`src/rtl/trng_pkg.sv`:
```
// trng_pkg: shared types and constants for the TRNG conditioner.
//   debias_state_t : von Neumann debias FSM states
//   LFSR_TAPS/SEED : Galois whitening LFSR constants (used only when
//                    TRNG_LFSR_WHITEN_EN is defined)
//   RC_W           : width of the saturating repetition counter
package trng_pkg;

    typedef enum logic {
        PAIR_A = 1'b0,   // waiting for / holding the first bit of a pair
        PAIR_B = 1'b1    // comparing the second bit against the held one
    } debias_state_t;

    localparam logic [31:0] LFSR_TAPS = 32'h8020_0003;
    localparam logic [31:0] LFSR_SEED = 32'h0000_ACE1;
    localparam int          RC_W      = 8;

endpackage

```
`src/rtl/trng_fifo.sv`:
```
// trng_fifo: small show-ahead FIFO holding conditioned words.
// Ports:
//   clk, rst      : clock, asynchronous active-high reset
//   push, wdata   : write request and data (ignored when full unless a pop
//                   happens in the same cycle)
//   pop           : read request (ignored when empty)
//   rdata         : head word, forced to 0 while empty
//   full, empty   : occupancy flags
//   level         : number of words held, 0..DEPTH
module trng_fifo #(
    parameter int WIDTH = 8,
    parameter int DEPTH = 4
) (
    input  logic                     clk,
    input  logic                     rst,
    input  logic                     push,
    input  logic [WIDTH-1:0]         wdata,
    input  logic                     pop,
    output logic [WIDTH-1:0]         rdata,
    output logic                     full,
    output logic                     empty,
    output logic [$clog2(DEPTH):0]   level
);

    localparam int AW = $clog2(DEPTH);

    logic [WIDTH-1:0] mem [DEPTH];
    logic [AW-1:0]    wr_ptr_reg;
    logic [AW-1:0]    rd_ptr_reg;
    logic [AW:0]      level_reg;
    logic             do_pop;
    logic             do_push;

    assign empty   = (level_reg == '0);
    assign full    = (level_reg == (AW+1)'(DEPTH));
    assign do_pop  = pop && !empty;
    // A full FIFO still accepts a write when a word leaves in the same cycle.
    assign do_push = push && (!full || do_pop);
    assign level   = level_reg;
    assign rdata   = empty ? '0 : mem[rd_ptr_reg];

    always_ff @(posedge clk) begin
        if (do_push) begin
            mem[wr_ptr_reg] <= wdata;
        end
    end

    // DEPTH is a power of two, so the pointers wrap on their own.
    always_ff @(posedge clk or posedge rst) begin
        if (rst) begin
            wr_ptr_reg <= '0;
            rd_ptr_reg <= '0;
            level_reg  <= '0;
        end else begin
            if (do_push) wr_ptr_reg <= wr_ptr_reg + 1'b1;
            if (do_pop)  rd_ptr_reg <= rd_ptr_reg + 1'b1;
            level_reg <= level_reg + (AW+1)'(do_push) - (AW+1)'(do_pop);
        end
    end

endmodule

```
`src/rtl/trng_conditioner.sv`:
```
// trng_conditioner: von Neumann debiaser, word assembler, repetition-count
// health test and output FIFO for a raw entropy bit stream.
// Ports:
//   clk, rst            : clock, asynchronous active-high reset
//   en                  : conditioning enable (raw samples ignored when low)
//   raw_bit, raw_valid  : raw entropy sample and its qualifier
//   out_data, out_valid : FIFO head word and non-empty flag
//   out_ready           : consumer accept; pops when out_valid is high
//   fifo_level          : words currently buffered
//   health_fail         : sticky repetition-count failure
//   fault_clr           : pulse clearing health_fail and the repetition count
//   ovf                 : one-cycle pulse when a finished word is dropped
// Optional feature: define TRNG_LFSR_WHITEN_EN to XOR each finished word with
// a 32-bit Galois LFSR before it enters the FIFO.
module trng_conditioner #(
    parameter int WIDTH     = 8,
    parameter int DEPTH     = 4,
    parameter int RC_CUTOFF = 16
) (
    input  logic                     clk,
    input  logic                     rst,
    input  logic                     en,
    input  logic                     raw_bit,
    input  logic                     raw_valid,
    output logic [WIDTH-1:0]         out_data,
    output logic                     out_valid,
    input  logic                     out_ready,
    output logic [$clog2(DEPTH):0]   fifo_level,
    output logic                     health_fail,
    input  logic                     fault_clr,
    output logic                     ovf
);
    import trng_pkg::*;

    localparam int CNT_W = $clog2(WIDTH);

    debias_state_t    state_reg, state_next;
    logic             first_reg, first_next;
    logic [WIDTH-1:0] asm_reg, asm_next;
    logic [CNT_W-1:0] cnt_reg, cnt_next;
    logic [WIDTH-1:0] word_reg, word_next;
    logic             push_reg, push_next;
    logic [RC_W-1:0]  rc_reg, rc_next;
    logic             last_reg, last_next;
    logic             health_reg, health_next;
    logic             ovf_reg;

    logic             sample;
    logic             deb_valid;
    logic             deb_bit;
    logic             rc_hit;
    logic             push_en;
    logic [WIDTH-1:0] push_data;
    logic             fifo_full;
    logic             fifo_empty;

    assign sample  = en && raw_valid;
    // A word completed just before a health failure is discarded too.
    assign push_en = push_reg && !health_reg;

    always_ff @(posedge clk or posedge rst) begin
        if (rst) begin
            state_reg  <= PAIR_A;
            first_reg  <= 1'b0;
            asm_reg    <= '0;
            cnt_reg    <= '0;
            word_reg   <= '0;
            push_reg   <= 1'b0;
            rc_reg     <= '0;
            last_reg   <= 1'b0;
            health_reg <= 1'b0;
            ovf_reg    <= 1'b0;
        end else begin
            state_reg  <= state_next;
            first_reg  <= first_next;
            asm_reg    <= asm_next;
            cnt_reg    <= cnt_next;
            word_reg   <= word_next;
            push_reg   <= push_next;
            rc_reg     <= rc_next;
            last_reg   <= last_next;
            health_reg <= health_next;
            // Full with no pop in the same cycle means the word is lost.
            ovf_reg    <= push_en && fifo_full && !out_ready;
        end
    end

    always_comb begin
        state_next  = state_reg;
        first_next  = first_reg;
        asm_next    = asm_reg;
        cnt_next    = cnt_reg;
        word_next   = word_reg;
        push_next   = 1'b0;
        rc_next     = rc_reg;
        last_next   = last_reg;
        health_next = health_reg;
        deb_valid   = 1'b0;
        deb_bit     = 1'b0;
        rc_hit      = 1'b0;

        if (sample) begin
            // rc_reg == 0 means no run in progress (after reset or fault_clr).
            if (rc_reg == '0 || raw_bit != last_reg) begin
                rc_next = RC_W'(1);
            end else if (rc_reg != '1) begin
                rc_next = rc_reg + 1'b1;
            end
            last_next = raw_bit;
            rc_hit    = (rc_next == RC_W'(RC_CUTOFF));

            case (state_reg)
                PAIR_A: begin
                    first_next = raw_bit;
                    state_next = PAIR_B;
                end
                PAIR_B: begin
                    state_next = PAIR_A;
                    // 10 -> 1, 01 -> 0: the debiased bit is the first bit.
                    if (first_reg != raw_bit) begin
                        deb_valid = 1'b1;
                        deb_bit   = first_reg;
                    end
                end
                default: state_next = PAIR_A;
            endcase
        end

        // Shift in at the MSB so the first bit ends up at bit 0.
        if (deb_valid) begin
            asm_next = {deb_bit, asm_reg[WIDTH-1:1]};
            if (cnt_reg == CNT_W'(WIDTH-1)) begin
                cnt_next  = '0;
                word_next = asm_next;
                push_next = 1'b1;
            end else begin
                cnt_next = cnt_reg + 1'b1;
            end
        end

        if (health_reg) begin
            state_next = PAIR_A;
            first_next = 1'b0;
            asm_next   = '0;
            cnt_next   = '0;
            push_next  = 1'b0;
        end

        if (fault_clr && !rc_hit) begin
            health_next = 1'b0;
            rc_next     = '0;
        end
        if (rc_hit) begin
            health_next = 1'b1;
        end
    end

`ifdef TRNG_LFSR_WHITEN_EN
    logic [31:0] lfsr_reg;

    // The LFSR steps once for every word offered to the FIFO, dropped or not.
    always_ff @(posedge clk or posedge rst) begin
        if (rst) begin
            lfsr_reg <= LFSR_SEED;
        end else if (push_en) begin
            lfsr_reg <= {1'b0, lfsr_reg[31:1]} ^ (lfsr_reg[0] ? LFSR_TAPS : 32'd0);
        end
    end

    assign push_data = word_reg ^ lfsr_reg[WIDTH-1:0];
`else
    assign push_data = word_reg;
`endif

    trng_fifo #(
        .WIDTH (WIDTH),
        .DEPTH (DEPTH)
    ) u_fifo (
        .clk   (clk),
        .rst   (rst),
        .push  (push_en),
        .wdata (push_data),
        .pop   (out_ready),
        .rdata (out_data),
        .full  (fifo_full),
        .empty (fifo_empty),
        .level (fifo_level)
    );

    assign out_valid   = !fifo_empty;
    assign health_fail = health_reg;
    assign ovf         = ovf_reg;

endmodule

```
`config.mk`:
```
export PLATFORM = sky130hd
export DESIGN_NAME = trng_conditioner
export DESIGN_NICKNAME = d
export VERILOG_FILES = /design/src/rtl/trng_pkg.sv /design/src/rtl/trng_fifo.sv /design/src/rtl/trng_conditioner.sv
export SDC_FILE = /design/constraint.sdc
export NUM_CORES = 1
export LEC_CHECK = 0
export ABC_CLOCK_PERIOD_IN_PS = 2300
export CELL_PAD_IN_SITES_DETAIL_PLACEMENT = 1
export CELL_PAD_IN_SITES_GLOBAL_PLACEMENT = 2
export CORE_MARGIN = 4
export CORE_UTILIZATION = 37
export DETAILED_ROUTE_END_ITERATION = 8
export PLACE_DENSITY = 0.76
export SETUP_SLACK_MARGIN = 0.4
export SLEW_MARGIN = 30
export SYNTH_ARGS = -nofsm -noshare
export SYNTH_HDL_FRONTEND = slang
export SYNTH_SLANG_ARGS = --single-unit
```
`constraint.sdc`:
```
create_clock -name clk -period 2.3 [get_ports clk]
set_input_delay 0.23 -clock clk [delete_from_list [all_inputs] [get_ports clk]]
set_output_delay 0.23 -clock clk [all_outputs]
set_load 0.01 [all_outputs]
```
Yosys cells after proc, flatten, opt, wreduce, memory -nomap -nowiden
Memory sizes are Yosys's and may differ from the RTL's.
Index checks and enable logic that the tools add are counted.
{"block": "classes", "magnitude_cmp": 0, "n_mul": 0, "bitwise": 1, "mux": 31, "n_div": 0, "eq_ne": 7, "shifts": 0, "add_sub_neg": 6, "n_reduce_logical": 22}
{"op": "$mux 8", "count": 8}
{"op": "$mux 1", "count": 19}
{"op": "$mux 3", "count": 3}
{"op": "$add 8x1->8 const B", "count": 1}
{"op": "$eq 8x5->1 const B", "count": 1}
{"op": "$logic_not 8->1", "count": 1}
{"op": "$ne 8x8->1 const B", "count": 1}
{"op": "$reduce_bool 2->1", "count": 4}
{"op": "$logic_and 1x1->1", "count": 7}
{"op": "$eq 3x3->1 const B", "count": 2}
{"op": "$logic_not 1->1", "count": 5}
{"op": "$add 2x1->2 const B", "count": 2}
{"op": "$reduce_and 2->1", "count": 2}
{"op": "$add 3x1->3", "count": 1}
{"op": "$add 3x1->3 const B", "count": 1}
{"op": "$logic_not 3->1", "count": 1}
{"op": "$sub 3x1->3", "count": 1}
{"op": "$logic_or 1x1->1", "count": 2}
{"op": "$ne 1x1->1", "count": 2}
{"op": "$ne 2x1->1 const B", "count": 1}
{"op": "$pmux 1 s2", "count": 1}
{"op": "$not 1->1", "count": 1}
{"block": "totals", "ff_bits": 40, "mem_bits_ro": 0, "latch_bits": 0, "ram_bits": 32, "memories": 1, "out_inout_bits": 14, "wordCells": 81}
{"memory": "u_fifo.mem", "depth": 4, "width": 8, "read_ports": 1, "rd_ports_with_merged_regs": 0, "wr": 1, "line_no": "trng_fifo.sv:27", "source": "logic [WIDTH-1:0] mem [DEPTH];"}

Longest topological paths before layout
{"block": "logic_depth", "depth_word": 10, "depth_mapped": 9}

By module
Synthesis repeated with hierarchy kept, for this count alone.
{"block": "hier_totals", "hier_cells": 246, "hier_area_um2": 3226.8}
{"mod": "trng_fifo", "cells_each": 88, "area_per_inst_um2": 1634.1, "n_inst": 1}
{"mod": "trng_conditioner", "cells_each": 158, "area_per_inst_um2": 1592.8, "n_inst": 1}

Worst setup path after synthesis
OpenSTA, ideal clock, no wires.
{"block": "synth_timing", "path_kind": "register to register", "start": "reg u_fifo.level_reg[2] (netlist: u_fifo.level[2])", "end": "reg u_fifo.level_reg[2] (netlist: u_fifo.level[2])", "n_path_buf": 1, "period_less_slack_ps": 2443, "setup_slack_ps": -143, "setup_ps": 126, "required_time_ps": 2174, "stages_incl_launch_ff": 10, "t_arrival_ps": 2318, "cell_sequence": "dfrtp_1 -> or3_1 -> clkbuf_1 -> and2_1 -> ha_1 -> inv_1 -> ha_1 -> fa_1 -> xor2_1 -> xnor2_1"}
{"block": "synth_via", "elab_chain_cells": 7}
{"element": "start, declared", "line_no": "trng_fifo.sv:30", "source": "logic [AW:0] level_reg;"}
{"element": "start signal, assigned", "line_no": "trng_fifo.sv:57", "source": "level_reg <= level_reg + (AW+1)'(do_push) - (AW+1)'(do_pop);"}
{"element": "$logic_not 3->1 (*)", "line_no": "trng_fifo.sv:34", "source": "assign empty = (level_reg == '0);"}
{"element": "$logic_not 1->1 (*)"}
{"element": "net out_valid", "line_no": "trng_conditioner.sv:26", "source": "output logic out_valid,"}
{"element": "$logic_and 1x1->1 (*)", "line_no": "trng_fifo.sv:36", "source": "assign do_pop = pop && !empty;"}
{"element": "net u_fifo.do_pop", "line_no": "trng_fifo.sv:31", "source": "logic do_pop;"}
{"element": "$logic_or 1x1->1", "line_no": "trng_fifo.sv:38", "source": "assign do_push = push && (!full || do_pop);"}
{"element": "$logic_and 1x1->1", "line_no": "trng_fifo.sv:38"}
{"element": "$add 3x1->3", "line_no": "trng_fifo.sv:57"}
{"element": "$sub 3x1->3 (*)", "line_no": "trng_fifo.sv:57"}
The timed path passes the listed nets; every way through them passes the cells marked *.
A chain may end at the register's enable or synchronous reset.

Worst setup path in the final report
{"block": "layout_timing", "start": "reg rc_reg[1]", "end": "reg rc_reg[2]"}
{"block": "layout_via", "elab_chain_cells": 9}
{"element": "start, declared", "line_no": "trng_conditioner.sv:43", "source": "logic [RC_W-1:0] rc_reg, rc_next;"}
{"element": "start signal, assigned", "line_no": "trng_conditioner.sv:80", "source": "rc_reg <= rc_next;"}
{"element": "$add 8x1->8, or another cell as far along", "line_no": "trng_conditioner.sv:107", "source": "rc_next = rc_reg + 1'b1;"}
{"element": "$mux 8 or $logic_or 1x1->1 (tied branches)", "line_no": "trng_conditioner.sv:106, trng_conditioner.sv:104"}
{"element": "$mux 8 (*)", "line_no": "trng_conditioner.sv:104", "source": "if (rc_reg == '0 || raw_bit != last_reg) begin"}
{"element": "$mux 8 (*)", "line_no": "trng_conditioner.sv:102", "source": "if (sample) begin"}
{"element": "$eq 8x5->1", "line_no": "trng_conditioner.sv:110", "source": "rc_hit = (rc_next == RC_W'(RC_CUTOFF));"}
{"element": "$mux 1", "line_no": "trng_conditioner.sv:102"}
{"element": "$logic_not 1->1", "line_no": "trng_conditioner.sv:149", "source": "if (fault_clr && !rc_hit) begin"}
{"element": "$logic_and 1x1->1", "line_no": "trng_conditioner.sv:149"}
{"element": "$mux 8 or $reduce_bool 2->1 (tied branches)"}
Every way passes the cells marked *; elsewhere a longest branch is shown, timed or not. The select of a mux whose other input is x is not followed.

==> run metrics <==
syn nets 279; sw frac 0.306; VDD IR max 322 uV; Cell Int Power 2.56 mW; leakage 1.62 nW; Yosys top cell area share 0.292; via/cell ratio 5.15; met3 WL 244 um; Cell variety after synth 46; Setup WS post-layout 0.154 ns; Top Layer Used met4; post-layout util 0.492; Net Sw Power 1.13 mW; pwr/cell area 855 nW/um^2; part of the cycle the worst path needs 0.933; ranking of synthesized cells by area dfrtp_1, edfxtp_1, mux4_2, ha_1, nand2_1; root buffer cell clkbuf_8; clk sinks 71; gr usage total 0.151; drt initial violations 91; post-DP HPWL 5.16 mm; min cycle time layout 2.15 ns; top cells by count, synth dfrtp_1, edfxtp_1, nand2_1; critical path class flip-flop to flip-flop; CTS tree done; Routed WL 7.46 mm; Skew-Pair Late Insertion Delay 0.34 ns; global-route wire length before repair 12.2 mm; CP max FO 3; clk buf depth 2; register area share after synthesis 0.579; Worst Path Arrival 2.37 ns; Core Area 8760 sq um; Fmax 0.466 GHz; setup slack at placement -0.124 ns; asr flop ratio synth 0.549; port buffer count 20; Post-synth EDFFs 32; Synth area leader dfrtp_1; largest net degree at the start of global routing 40; final hold slack 0.317 ns; layout net count 337; syn_area_per_cell 12.9 sq um; vias in the first global route 2343; die height 103 um; full die area 10600 sq um; H-tree levels 3; status complete, no violations; total power 3.68 mW; part of the power in registers 0.427; Fin. Hold Viols 0; Cell Area, Synth 3340 sq um; max reg flops 32; ANT cells 0; Warnings, synthesis 0; final setup violation count 0; area grow syn2layout 28.8%; Starting Density 0.382; DRC viols 0; synthesized flop and latch total 71; met2 wire len 3.76 mm; most common cell in the netlist dfrtp_1; std cell rows 34; clock transition at the registers of the reported paths 0.09 ns; DR vias 2221; initial antenna violation count 0; Main synth FF type dfrtp_1; Clock Power Share 0.258; Crit path required time 2.52 ns; Post-DRT Antenna Nets 0; CTS Buf Count 9; Die Span X 103 um; 1st-pass router iterations 4; Least-Margin Pin Slew 0.543 ns; GR Overflow Total 0; Mapped Cells 260; Comb power frac 0.315; wire length on met1 3.40 mm; clk_skew 0.00994 ns; Max-cap violations 0; critical path capture point type flip-flop; Ports 21; Hold WC Path Type input port to asynchronous set/reset pin; Routed WL per cell 17.3 um; RSZ-0062 raised after global routing true; CP Launch Type flip-flop; Slew Limit Headroom 0.636; Pins Over Slew Limit 0; TNS Setup 0 ns; final estimated routing congestion in global placement 0.817; layout cell share with drive strength beyond 1 0.372
stage by stage:
stage,std cells,instance area (sq um)
6_report,431,4310
5_1_grt,431,4310
4_1_cts,428,4180
3_5_place_dp,400,3840
3_3_place_gp,400,3840
2_1_floorplan,260,3400
repair_timing:
action | 4_1_cts | 5_1_grt
hold buffers | 0 | 0
resized for setup | 46 | 28
gates cloned | 1 | 0
hold endpoints to repair | 0 | 0
setup endpoints to repair | 20 | 51
pin swaps | 7 | 8
setup buffers | 11 | 3
worst max-delay path, stage by stage, from the launching register on:
cell	delay, ns
dfrtp_2	0.45
inv_4	0.08
ha_4	0.11
or4b_4	0.49
o41a_4	0.39
buf_4	0.16
buf_4	0.14
a21oi_2	0.15
nor3_2	0.06
final timing paths:
| kind | startpoint | end | slack, ns | cells past startpoint |
|---|---|---|---|---|
| worst max-delay path | rc_reg[1] | rc_reg[2] | 0.15 | 8 |
| worst min register to register | push_data[2] | u_fifo.mem[3][2] | 0.51 | 0 |
| worst min-delay path | rst | health_fail | 0.32 | 3 |
| min in group clk | push_data[2] | u_fifo.mem[3][2] | 0.51 | 0 |
| max in group asynchronous | rst | rc_reg[1] | 1.60 | 3 |
| worst max register to register | rc_reg[1] | rc_reg[2] | 0.15 | 8 |
metal layers:
| layer | up-vias | track usage |
|---|---|---|
| met3 | 6 | 0.0372 |
| met5 | - | 0 |
| met4 | 0 | 0.0369 |
| li1 | 1066 | - |
| met1 | 1116 | 0.199 |
| met2 | 33 | 0.250 |
cell families (layout without fill, tap and decap cells):
family / Yosys count / in the layout / share of synthesized area
mux: 16 / 16 / 0.0808
fa+ha+maj: 12 / 12 / 0.0471
simple gates: 82 / 82 / 0.138
xor+xnor: 8 / 8 / 0.0210
buf+inv: 25 / 88 / 0.0314
compound gates: 46 / 46 / 0.103
flops: 71 / 71 / 0.579
layout by cell type, fill, tap and decap left out, types with 8 or more instances in the layout:
master	synthesis	final
a21oi_1	19	15
buf_4	0	32
buf_6	1	10
clkbuf_8	0	9
clkdlybuf4s50_1	0	11
dfrtp_1	39	38
edfxtp_1	32	32
inv_1	13	10
mux2_2	8	8
mux4_2	8	8
nand2_1	26	26
nor2_1	10	10
o21ai_0	10	8
power groups by stage:
stage / logic [mW] / registers [mW] / clock network, mW
after floorplan: 0.553 / 1.56 / 0
after global placement: 0.822 / 1.60 / 0
after detailed placement: 0.859 / 1.61 / 0
after CTS: 1.05 / 1.57 / 0.972
after global routing: 1.28 / 1.60 / 1.04
final: 1.16 / 1.57 / 0.951
cell type report:
| type | count | area [sq um] |
|---|---|---|
| Clock inverter | 7 | 63.8 |
| Fill cell | 923 | 4450 |
| Sequential cell | 71 | 1940 |
| Multi-Input combinational cell | 164 | 1450 |
| Tap cell | 108 | 135 |
| Timing Repair Buffer | 59 | 544 |
| Inverter | 13 | 51.3 |
| Clock buffer | 9 | 124 |
(Power assumes the default switching activity.)
